[config.mk]
export PLATFORM = sky130hd
export DESIGN_NAME = reg_bank_write
export DESIGN_NICKNAME = d
export VERILOG_FILES = /design/src/rtl/reg_bank_pkg.sv /design/src/rtl/wb_fifo2.sv /design/src/rtl/reg_bank_write.sv
export SDC_FILE = /design/constraint.sdc
export NUM_CORES = 1
export LEC_CHECK = 0
export ABC_AREA = 1
export ABC_CLOCK_PERIOD_IN_PS = 2810
export BUFFER_PORTS_ARGS = -buffer_cell sky130_fd_sc_hd__buf_4
export CAP_MARGIN = 20
export CORE_AREA = 3 3 221 223
export CTS_BUF_LIST = sky130_fd_sc_hd__clkbuf_2
export CTS_CLUSTER_SIZE = 16
export DETAILED_ROUTE_END_ITERATION = 7
export DIE_AREA = 0 0 224 226
export PLACE_DENSITY = 0.72
export SYNTH_ARGS = -nofsm -noshare
export SYNTH_HDL_FRONTEND = slang
export SYNTH_SLANG_ARGS = --single-unit
[constraint.sdc]
create_clock -name clk -period 2.81 [get_ports clk]
set_input_delay 0.1405 -clock clk [delete_from_list [all_inputs] [get_ports clk]]
set_output_delay 0.1405 -clock clk [all_outputs]
set_load 0.01 [all_outputs]
[src/rtl/reg_bank_pkg.sv]
// Shared types and helpers for the 16 x 32-bit register bank write side.
// Holds bank geometry, the queued write-back entry and the byte-merge rule.
package reg_bank_pkg;
    localparam int WIDTH  = 32;
    localparam int NREGS  = 16;
    localparam int SELW   = 4;
    localparam int NBYTES = WIDTH / 8;

    typedef struct packed {
        logic [SELW-1:0]   sel;
        logic [WIDTH-1:0]  data;
        logic [NBYTES-1:0] be;
    } wb_entry_t;

    function automatic logic [WIDTH-1:0] byte_merge(
        input logic [WIDTH-1:0]  old_val,
        input logic [WIDTH-1:0]  new_val,
        input logic [NBYTES-1:0] be
    );
        logic [WIDTH-1:0] merged;
        merged = old_val;
        for (int i = 0; i < NBYTES; i++) begin
            if (be[i]) begin
                merged[8*i +: 8] = new_val[8*i +: 8];
            end
        end
        return merged;
    endfunction
endpackage

[src/rtl/wb_fifo2.sv]
// Two-entry FIFO of write-back entries; slot 0 is always the head.
// Latency: push visible at head after one edge; no bypass.
// Backpressure: push ignored when full, pop ignored when empty.
module wb_fifo2
    import reg_bank_pkg::*;
(
    input  logic            clk,
    input  logic            rst_n,
    input  logic            push,
    input  wb_entry_t       push_dat,
    input  logic            pop,
    output wb_entry_t       head_dat,
    output logic            full,
    output logic            empty,
    output logic [1:0]      count,
    output logic            ent0_vld,
    output logic [SELW-1:0] ent0_sel,
    output logic            ent1_vld,
    output logic [SELW-1:0] ent1_sel
);
    wb_entry_t s0_q, s1_q, s0_n, s1_n;
    logic      v0_q, v1_q, v0_n, v1_n;
    logic      do_push, do_pop;

    assign do_push = push && !v1_q;
    assign do_pop  = pop && v0_q;

    // Entries stay compacted toward slot 0, so slot 1 valid means full.
    always_comb begin
        s0_n = s0_q;
        s1_n = s1_q;
        v0_n = v0_q;
        v1_n = v1_q;
        if (do_pop) begin
            s0_n = s1_q;
            v0_n = v1_q;
            v1_n = 1'b0;
        end
        if (do_push) begin
            if (!v0_n) begin
                s0_n = push_dat;
                v0_n = 1'b1;
            end else begin
                s1_n = push_dat;
                v1_n = 1'b1;
            end
        end
    end

    always_ff @(posedge clk) begin
        if (!rst_n) begin
            s0_q <= '0;
            s1_q <= '0;
            v0_q <= 1'b0;
            v1_q <= 1'b0;
        end else begin
            s0_q <= s0_n;
            s1_q <= s1_n;
            v0_q <= v0_n;
            v1_q <= v1_n;
        end
    end

    assign head_dat = s0_q;
    assign full     = v1_q;
    assign empty    = !v0_q;
    assign count    = {1'b0, v0_q} + {1'b0, v1_q};
    assign ent0_vld = v0_q;
    assign ent0_sel = s0_q.sel;
    assign ent1_vld = v1_q;
    assign ent1_sel = s1_q.sel;
endmodule

[src/rtl/reg_bank_write.sv]
// Register bank write side: queues write-backs and byte-merges them into 16 regs.
// Latency: accept at edge N, commit at edge N+1 when commit_en is high.
// Backpressure: wb_ready low while two entries are queued; entries wait for commit_en.
module reg_bank_write
    import reg_bank_pkg::*;
(
    input  logic              clk,
    input  logic              rst_n,
    input  logic              wb_valid,
    output logic              wb_ready,
    input  logic [SELW-1:0]   wb_sel,
    input  logic [WIDTH-1:0]  wb_data,
    input  logic [NBYTES-1:0] wb_be,
    input  logic              commit_en,
    output logic [WIDTH-1:0]  r0,
    output logic [WIDTH-1:0]  r1,
    output logic [WIDTH-1:0]  r2,
    output logic [WIDTH-1:0]  r3,
    output logic [WIDTH-1:0]  r4,
    output logic [WIDTH-1:0]  r5,
    output logic [WIDTH-1:0]  r6,
    output logic [WIDTH-1:0]  r7,
    output logic [WIDTH-1:0]  r8,
    output logic [WIDTH-1:0]  r9,
    output logic [WIDTH-1:0]  r10,
    output logic [WIDTH-1:0]  r11,
    output logic [WIDTH-1:0]  r12,
    output logic [WIDTH-1:0]  r13,
    output logic [WIDTH-1:0]  r14,
    output logic [WIDTH-1:0]  r15,
    output logic [NREGS-1:0]  pending,
    output logic [1:0]        count
);
    logic [WIDTH-1:0] regs [NREGS];
    wb_entry_t        push_dat, head_dat;
    logic             push, pop, full, empty;
    logic             ent0_vld, ent1_vld;
    logic [SELW-1:0]  ent0_sel, ent1_sel;

    assign push_dat = '{sel: wb_sel, data: wb_data, be: wb_be};
    assign wb_ready = !full;
    assign push     = wb_valid && wb_ready;
    assign pop      = commit_en && !empty;

    wb_fifo2 u_fifo (
        .clk      (clk),
        .rst_n    (rst_n),
        .push     (push),
        .push_dat (push_dat),
        .pop      (pop),
        .head_dat (head_dat),
        .full     (full),
        .empty    (empty),
        .count    (count),
        .ent0_vld (ent0_vld),
        .ent0_sel (ent0_sel),
        .ent1_vld (ent1_vld),
        .ent1_sel (ent1_sel)
    );

    always_ff @(posedge clk) begin
        if (!rst_n) begin
            for (int k = 0; k < NREGS; k++) begin
                regs[k] <= '0;
            end
        end else begin
            for (int k = 0; k < NREGS; k++) begin
                if (pop && head_dat.sel == SELW'(k)) begin
                    regs[k] <= byte_merge(regs[k], head_dat.data, head_dat.be);
                end
            end
        end
    end

    always_comb begin
        pending = '0;
        for (int k = 0; k < NREGS; k++) begin
            if ((ent0_vld && ent0_sel == SELW'(k)) || (ent1_vld && ent1_sel == SELW'(k))) begin
                pending[k] = 1'b1;
            end
        end
    end

    assign r0  = regs[0];
    assign r1  = regs[1];
    assign r2  = regs[2];
    assign r3  = regs[3];
    assign r4  = regs[4];
    assign r5  = regs[5];
    assign r6  = regs[6];
    assign r7  = regs[7];
    assign r8  = regs[8];
    assign r9  = regs[9];
    assign r10 = regs[10];
    assign r11 = regs[11];
    assign r12 = regs[12];
    assign r13 = regs[13];
    assign r14 = regs[14];
    assign r15 = regs[15];
endmodule

# ---- After elaboration in Yosys (flattened, before gate mapping)
# Memories as Yosys holds them, arrays and structs flattened.
# Index checks and enable logic that the tools add are counted.
dict set report totals {
  ff_bits 82
  latchBits 0
  ramBits 512
  mem_bits_ro 0
  output_inout_bits 531
  n_memories 1
}
dict set report op_classes {
  add_sub_neg 1
  n_mul 0
  div_mod_pow 0
  n_lt_le_gt_ge 0
  n_eq_ne 30
  shifts 0
  mux 281
  bitwise 16
  n_reduce_logical 72
}
# memory depth word_bits rd rd_clocked_by_memory_dff wr line_no
set memory_table {}
lappend memory_table {regs 16 32 16 0 16 reg_bank_write.sv:34} ;# logic [WIDTH-1:0] regs [NREGS];
# op count
set ops {}
lappend ops {{$mux W8} 192}
lappend ops {{$mux W32} 16}
lappend ops {{$mux W40} 3}
lappend ops {{$mux W1} 70}
lappend ops {{$eq A4 B4 Y1 const B} 16}
lappend ops {{$logic_and A1 B1 Y1} 52}
lappend ops {{$eq A4 B3 Y1 const B} 8}
lappend ops {{$eq A4 B2 Y1 const B} 4}
lappend ops {{$logic_or A1 B1 Y1} 16}
lappend ops {{$or A1 B1 Y1} 16}
lappend ops {{$eq A4 B1 Y1 const B} 2}
lappend ops {{$logic_not A4 Y1} 2}
lappend ops {{$add A1 B1 Y2} 1}
lappend ops {{$reduce_and A2 Y1} 1}
lappend ops {{$logic_not A1 Y1} 1}

# ---- Logic depth before layout (Yosys ltp)
# Gate-level depths: netlist (run 1).
dict set report logic_depth {
  ltp_word 6
  depth_mapped 9
  mapped_depth_nobuf 7
}

# ---- Cells and area by module
# From an unflattened synthesis (run 1), not the netlist that was laid out.
dict set report hier_totals {
  hier_cells 1841
  hier_area_um2 22243.8
}
# mod n_inst cells_each area_each_um2 seq_area_each_um2
set modules_own_cells {}
lappend modules_own_cells {reg_bank_write 1 1194 18182.4 15374.7}
lappend modules_own_cells {wb_fifo2 1 647 4061.4 1641.6}

# ---- Least setup slack after synthesis (run 1)
# Ideal clock, no wire load.
dict set report synth_path {
  kind {reg2reg}
  startpoint {register u_fifo.v0_q (netlist: u_fifo.ent0_vld)}
  endpoint {memory regs[2][0] (netlist: regs[0][64]), enable pin}
  setup_time_ps 384
  arrival_ps 1650
  required_ps 2426
  setup_slack_ps 776
  stages_incl_launch_ff 5
  period_less_slack_ps 2034
  path_cell_list {dfxtp_1 nand2_2 nor2_8 nand3_4 o21ai_0}
}
# item line_no
set synth_rtl {}
lappend synth_rtl {{start, declared} wb_fifo2.sv:22} ;# logic v0_q, v1_q, v0_n, v1_n;
lappend synth_rtl {{start signal, assigned} wb_fifo2.sv:59} ;# v0_q <= v0_n;
lappend synth_rtl {{end, declared} reg_bank_write.sv:34}

# ---- Final worst setup path (run 1)
dict set report layout_path {
  startpoint {register u_fifo.v1_q (netlist: u_fifo.ent1_vld)}
  endpoint {output port pending[14]}
}
dict set report layout_between {
  elab_chain_len 3
}
# item line_no
set layout_lines {}
lappend layout_lines {{start, declared} wb_fifo2.sv:22}
lappend layout_lines {{start signal, assigned} wb_fifo2.sv:60} ;# v1_q <= v1_n;
lappend layout_lines {{$logic_and A1 B1 Y1} reg_bank_write.sv:78} ;# if ((ent0_vld && ent0_sel == SELW'(k)) || (ent1_vld && ent1_sel == SELW'(k))) begin
lappend layout_lines {{$logic_or A1 B1 Y1} reg_bank_write.sv:78}
lappend layout_lines {{$mux W1} reg_bank_write.sv:78}
lappend layout_lines {{end, declared} reg_bank_write.sv:31} ;# output logic [NREGS-1:0] pending,
# No other way between the ends.

==> results of run 1 <==
[layout by cell type, fill, tap and decap left out, drive strengths merged]
| cell type | count |
|---|---|
| o21ai | 54 |
| buf | 652 |
| dfxtp | 82 |
| clkinvlp | 1 |
| nand3 | 74 |
| bufinv | 5 |
| inv | 108 |
| nand3b | 27 |
| ha | 1 |
| diode | 6 |
| a21oi | 29 |
| dlygate4sd3 | 93 |
| nor2 | 491 |
| nand2 | 265 |
| o22ai | 2 |
| edfxtp | 512 |
| clkinv | 62 |
| o21bai | 1 |
| clkbuf | 216 |
[power groups by stage]
stage	logic (mW)	registers (mW)	clock network, mW
global placement	1.76	10.4	0
floorplan	0.632	10.5	0
CTS	1.90	10.2	6.01
global route	2.03	10.3	6.49
finish	1.90	10.2	5.90
detailed placement	1.78	10.4	0
[path summary, 6_finish.rpt]
| path | slack [ns] | from | cells past startpoint | to |
|---|---|---|---|---|
| max | 0.14 | u_fifo.ent1_vld$_SDFF_PN0_ | 3 | pending[14] |
| min | 0.19 | rst_n | 5 | u_fifo.head_dat[19]$_SDFF_PN0_ |
| max reg2reg | 0.20 | u_fifo.ent1_vld$_SDFF_PN0_ | 7 | u_fifo.head_dat[13]$_SDFF_PN0_ |
| min reg2reg | 0.52 | u_fifo.s1_q[2]$_SDFFE_PN0P_ | 4 | u_fifo.s1_q[2]$_SDFFE_PN0P_ |
[state kept, by name, summed over array words and instances, names as in the netlist]
register / flops
regs: 512
u_fifo.s1_q: 36
u_fifo.ent1_sel: 4
u_fifo.head_dat: 36
u_fifo.ent0_vld: 1
u_fifo.ent0_sel: 4
u_fifo.ent1_vld: 1
[routing by layer]
metal | routed length (µm) | part of all wire
met2 | 35170 | 0.50
met3 | 6217 | 0.089
met5 | 0 | 0
met4 | 2853 | 0.041
met1 | 25880 | 0.37
[area by class of cell]
class | count | area [µm²] | share of cell area
Sequential cell | 594 | 17030 | 0.5755
Timing Repair Buffer | 745 | 5842 | 0.1975
Inverter | 138 | 519.2 | 0.01755
Clock buffer | 216 | 1081 | 0.03654
Antenna cell | 6 | 15.01 | 0.0005075
Tap cell | 607 | 759.5 | 0.02567
Multi-Input combinational cell | 944 | 4061 | 0.1373
Clock inverter | 38 | 281.5 | 0.009515
[worst register-to-register path: stages, from the launching register on]
cell and delay [ns]:
dfxtp_2 0.42, nor2_4 0.19, buf_4 0.34, nand2_1 0.28, nor2_1 0.14, dlygate4sd3_1 0.56, nor2_1 0.04, dlygate4sd3_1 0.54
[metrics by stage]
| step | power, mW | hold WS [ns] | util | setup TNS [ns] |
|---|---|---|---|---|
| 6_report | 18.03 | 0.1911 | 0.6328 | 0 |
| 5_1_grt | 18.79 | 0.08159 | 0.6328 | -0.004387 |
| 4_1_cts | 18.14 | 0.01654 | 0.6321 | 0 |
| 3_5_place_dp | 12.21 | 0.3770 | 0.5824 | 0 |
| 3_3_place_gp | 12.18 | 0.3696 | 0.5824 | 0 |
| 2_1_floorplan | 11.14 | 0.2754 | - | 0 |
[logic make-up (layout without fill, tap and decap cells)]
group,count (synthesis),after routing,share of synthesized area
AOI/OAI and AO/OA,86,86,0.01978
adders and majority gates,1,1,0.0005683
buffers and inverters,223,1137,0.04433
DFF,594,594,0.7729
other,0,6,0
and+or+nand+nor,857,857,0.1624
[what timing repair did]
item / 4_1_cts / 5_1_grt
buffers inserted: 1 / 0
hold endpoints to repair: 1048 / 0
resized for setup: 9 / 5
hold buffers: 93 / 0
setup endpoints to repair: 18 / 8
pin swaps: 1 / 0
==> PnR_summary.wiki, run 1 <==
{| class="wikitable"
! Metric !! Value
|-
| Outcome || completed
|-
| Worst-case setup slack after placement || 0.4902 ns
|-
| GR Layer Usage met1 || 0.3329
|-
| Router iterations before antenna repair || 7
|-
| Power per Cell Area || 609.5 nW/µm²
|-
| Max stage delay on crit path || 0.51 ns
|-
| Mapped Area || 22010 µm²
|-
| Proportion of layout cells with a drive suffix above 1 || 0.3402
|-
| Global routing met3 resource utilization || 0.07136
|-
| Proportion of synthesized chip area in sequential cells || 0.7729
|-
| Wire length of the first global-routing pass || 100700 µm
|-
| Clock transition at the registers of the reported paths || 0.12 ns
|-
| Area delta synth->final || 34.39%
|-
| Most numerous cell types in the synthesized netlist || edfxtp_1, nor2_1, nand2_1
|-
| Standby leakage power || 12.91 nW
|-
| Buffer levels on the longest clock path || 3
|-
| Critical path cell sequence || nand3_1, o21ai_0, buf_4
|-
| Worst path required time || 2.67 ns
|-
| Number of enable-type register cells in the synthesized netlist || 512
|-
| Synth Register Bits || 594
|-
| Syn_nets || 1806
|-
| Die outline height || 226 µm
|-
| GRT Max-Usage Layer || met2
|-
| Gate count after technology mapping || 1761
|-
| Non-filler instance count after layout || 3288
|-
| Maximum number of pins on one net before global-route repair || 84
|-
| Number of design-rule violations left by the first detailed-router iteration || 1422
|-
| Setup clock skew after layout || 0.09372 ns
|-
| Hold/Removal Path Class || in -> reg
|-
| Distinct cell type count of the synthesized netlist || 23
|-
| Sum of buffers and inverters on the critical path || 1
|-
| DR vias || 16720
|-
| Buffers added on ports || 574
|-
| Share of synthesized registers carrying an async set or reset || 0
|-
| Power share of the sequential group || 0.567
|-
| Fillers || 3565
|-
| Startpoint Class || flop
|-
| Design area || 29590 µm²
|-
| Synthesized area per cell || 12.50 µm²
|-
| Number of sinks driven by the clock tree || 594
|-
| Setup WS post-layout || 0.1391 ns
|-
| Power dissipated by switching net loads || 4.814 mW
|-
| Clock Latency Late Sink || 1.29 ns
|-
| Routed Antenna Nets || 0
|-
| Initial Util || 0.4709
|-
| Tmin final || 2.671 ns
|-
| Number of rows created at floorplan || 79
|-
| HPWL after detailed placement || 49990 µm
|-
| Floorplan die width || 224 µm
|-
| Number of instances in the placed design || 2934
|-
| Post-Route WL || 70120 µm
|-
| Area share of the largest cell type after synthesis || 0.6984
|-
| Global Route met2 Usage || 0.4485
|-
| Global route total overflow || 0
|-
| Crit path DAT || 2.53 ns
|-
| Primary flip-flop cell chosen by synthesis mapping || edfxtp_1
|-
| # H-tree levels || 4
|-
| Routed via count divided by cell count || 5.086
|-
| Clock Root Buffer || clkbuf_2
|-
| Slowest cell on the critical path || dfxtp_2
|-
| Final weighted congestion in routability-driven placement || 0.9110
|-
| Via count of the first global-routing pass || 16190
|-
| Capturing element type of the critical path || output port
|-
| Switching part of the total || 0.2670
|-
| Highest net fanout along the worst path || 9
|-
| Clock share of power || 0.327
|-
| Die Area || 50620 µm²
|-
| Type of the worst setup path || reg -> out
|-
| Library cell occupying the most area in the post-synthesis netlist || edfxtp_1
|-
| Most numerous cell in the Yosys netlist || edfxtp_1
|-
| Portion of the clock cycle consumed by the worst path in the final layout || 0.9505
|-
| Routed wirelength normalized by instance count || 21.33 µm
|-
| Tot GR Track Use || 0.2700
|-
| Max-Cap Viols || 0
|-
| Worst IR Drop VDD || 0.3691 mV
|-
| Number of antenna violations at the first check in global routing || 3
|-
| Num CTS Buffers || 146
|-
| Core region area || 46750 µm²
|-
| Fin nets || 2614
|-
| Total count of max-transition violations in the final report || 0
|-
| Cell-internal power || 13.22 mW
|-
| Boundary pin count || 575
|-
| Final setup violation count || 0
|-
| Number of hold violations in the final report || 0
|-
| DRC violations left || 0
|-
| Worst relative slew slack || 0.3551
|-
| Top area cells in the synthesized netlist || edfxtp_1, nor2_1, dfxtp_1
|-
| YS warnings || 0
|-
| Actual transition at the worst max-transition pin || 0.9637 ns
|-
| Clock tree from TritonCTS || done
|-
| Largest delay contributor family on the critical path || flip-flops
|-
| Combinational group share of total power || 0.105
|-
| Maximum achievable frequency || 374.4 MHz
|-
| Placement Cell Area || 27230 µm²
|}
Note: power is estimated with default switching activity, not from simulation.
==> inputs of run 2 (changes only) <==
- ABC_CLOCK_PERIOD_IN_PS: 2810 -> 3000
- clock period: 2.81 -> 3 ns (I/O delays scaled with it)
==> run 2 against run 1 <==
  * Sequential share of layout area is 0.18 points lower
  * Combinational power shrank 6%
  * Register-to-register slack worse by 0.08 ns
  * Non-clock buffer count up 10
  * Hold slack better by 0.031 ns
  * Sequential cell count is the same
  * Utilization up 0.17 points
  * Die area stayed put
  * Largest cell class unchanged
  * Cell count rose by 0.15%
==> PnR_summary.wiki, run 2 (synthesized netlist as in run 1, its figures left out) <==
{| class="wikitable"
! Metric !! Value
|-
| Tmin final || 2.884 ns
|-
| Startpoint Class || flop
|-
| Clock Latency Late Sink || 1.27 ns
|-
| Total count of max-transition violations in the final report || 0
|-
| Type of the worst setup path || reg -> reg
|-
| Clock transition at the registers of the reported paths || 0.10 ns
|-
| Num CTS Buffers || 144
|-
| Routed Antenna Nets || 0
|-
| Hold/Removal Path Class || in -> reg
|-
| Commonest non-fill, non-tap cells in the layout || buf_4, edfxtp_1, nor2_1
|-
| Wire length of the first global-routing pass || 103000 µm
|-
| Clock Root Buffer || clkbuf_2
|-
| Power per Cell Area || 570.3 nW/µm²
|-
| Proportion of layout cells with a drive suffix above 1 || 0.3352
|-
| Post-Route WL || 71570 µm
|-
| Final setup violation count || 0
|-
| Routed via count divided by cell count || 5.113
|-
| Maximum achievable frequency || 346.7 MHz
|-
| Tot GR Track Use || 0.2773
|-
| Router iterations before antenna repair || 5
|-
| Via count of the first global-routing pass || 16580
|-
| Crit path DAT || 4.04 ns
|-
| Unrepaired setup endpoints after global routing || false
|-
| Number of sinks driven by the clock tree || 594
|-
| Hold Path Depth || 7
|-
| Capturing element type of the critical path || flop
|-
| Number of rows created at floorplan || 79
|-
| Fillers || 3598
|-
| Portion of the clock cycle consumed by the worst path in the final layout || 0.9615
|-
| Die outline height || 226 µm
|-
| Number of design-rule violations left by the first detailed-router iteration || 1478
|-
| DR vias || 16840
|-
| Number of hold violations in the final report || 0
|-
| Floorplan die width || 224 µm
|-
| Number of antenna violations at the first check in global routing || 2
|-
| Maximum number of pins on one net before global-route repair || 82
|-
| Buffers added on ports || 574
|-
| Worst-case setup slack after placement || 0.5688 ns
|-
| Area delta synth->final || 34.76%
|-
| Flip-flop count of the largest register after layout || 512
|-
| Global route total overflow || 0
|-
| Core region area || 46750 µm²
|-
| Setup WS post-layout || 0.1155 ns
|-
| Worst relative slew slack || 0.3624
|-
| Standby leakage power || 12.99 nW
|-
| Die Area || 50620 µm²
|-
| Top register by number of flip-flops || regs
|-
| Final weighted congestion in routability-driven placement || 0.8939
|-
| Worst path required time || 4.16 ns
|-
| Buffer levels on the longest clock path || 3
|-
| Actual transition at the worst max-transition pin || 0.9564 ns
|-
| Initial Util || 0.4709
|-
| HPWL after detailed placement || 50550 µm
|-
| Worst IR Drop VDD || 0.3534 mV
|-
| DRC violations left || 0
|-
| Highest net fanout along the worst path || 58
|-
| Worst-case reg-to-reg path depth || 8
|-
| Boundary pin count || 575
|-
| Clock tree from TritonCTS || done
|-
| # H-tree levels || 4
|-
| Total negative setup slack || 0 ns
|-
| Setup clock skew after layout || 0.07327 ns
|-
| Outcome || completed
|-
| Max-Cap Viols || 0
|-
| Routed wirelength normalized by instance count || 21.73 µm
|-
| Fin nets || 2622
|-
| Most common cell after layout, fill and taps aside || buf_4
|}
[run 2: cell count changes in the layout (fill, tap and decap cells not counted), sizes merged]
cell,change
dlygate4sd3,+17
clkinv,-4
diode,-5
clkbuf,+3
inv,+1
buf,-7
[run 2: path summary, 6_finish.rpt]
kind	startpoint	to	slack, ns
worst max-delay path	u_fifo.ent0_vld$_SDFF_PN0_	u_fifo.head_dat[29]$_SDFF_PN0_	0.12
worst min register to register	u_fifo.s1_q[15]$_SDFFE_PN0P_	u_fifo.s1_q[15]$_SDFFE_PN0P_	0.52
worst max register to register	u_fifo.ent0_vld$_SDFF_PN0_	u_fifo.head_dat[29]$_SDFF_PN0_	0.12
worst min-delay path	wb_valid	u_fifo.ent0_vld$_SDFF_PN0_	0.22
[run 2: cell type report]
cell class | count | area (µm²) | area share
Antenna cell | 1 | 2.502 | 0.00008435
Clock inverter | 35 | 272.8 | 0.009194
Multi-Input combinational cell | 944 | 4045 | 0.1364
Timing Repair Buffer | 755 | 5954 | 0.2007
Tap cell | 607 | 759.5 | 0.02560
Inverter | 138 | 518.0 | 0.01746
Clock buffer | 219 | 1096 | 0.03694
Sequential cell | 594 | 17020 | 0.5737
[run 2: power by group]
| part | internal, mW | switching, mW |
|---|---|---|
| Clock | 2.36 | 3.20 |
| Sequential | 9.36 | 0.217 |
| Combinational | 0.679 | 1.11 |
[run 2: critical path, cell delays in order, from the launching register on]
cell and delay, ns:
dfxtp_2 0.36, buf_8 0.36, nand2_2 0.33, nand2_1 0.13, buf_4 0.31, nor2_1 0.06, dlygate4sd3_1 0.57, nor2_1 0.11
dlygate4sd3_1 0.56
[run 2: timing repair]
action,in CTS,in global routing
hold endpoints to repair,1037,0
gates resized for setup,2,3
hold buffers,110,0
setup endpoints to repair,8,2
setup buffers,0,0
[run 2: routing by layer]
| layer | vias up | share of wire | wire (µm) | track usage |
|---|---|---|---|---|
| li1 | 7592 | - | - | - |
| met1 | 8181 | 0.37 | 26560 | 0.3337 |
| met2 | 913 | 0.51 | 36600 | 0.4732 |
| met3 | 149 | 0.082 | 5871 | 0.07656 |
| met4 | 2 | 0.035 | 2513 | 0.1168 |
| met5 | - | 0.00018 | 13 | 0 |
[run 2: through the flow]
step | util | area, µm² | std cells | hold WS, ns | power, mW
3_3_place_gp | 0.5814 | 27180 | 2928 | 0.3804 | 11.40
2_1_floorplan | - | 22010 | 1761 | 0.2849 | 10.44
4_1_cts | 0.6343 | 29660 | 3292 | 0.04788 | 17.04
6_report | 0.6345 | 29670 | 3293 | 0.2222 | 16.92
5_1_grt | 0.6345 | 29670 | 3293 | 0.1066 | 17.65
3_5_place_dp | 0.5814 | 27180 | 2928 | 0.3878 | 11.44
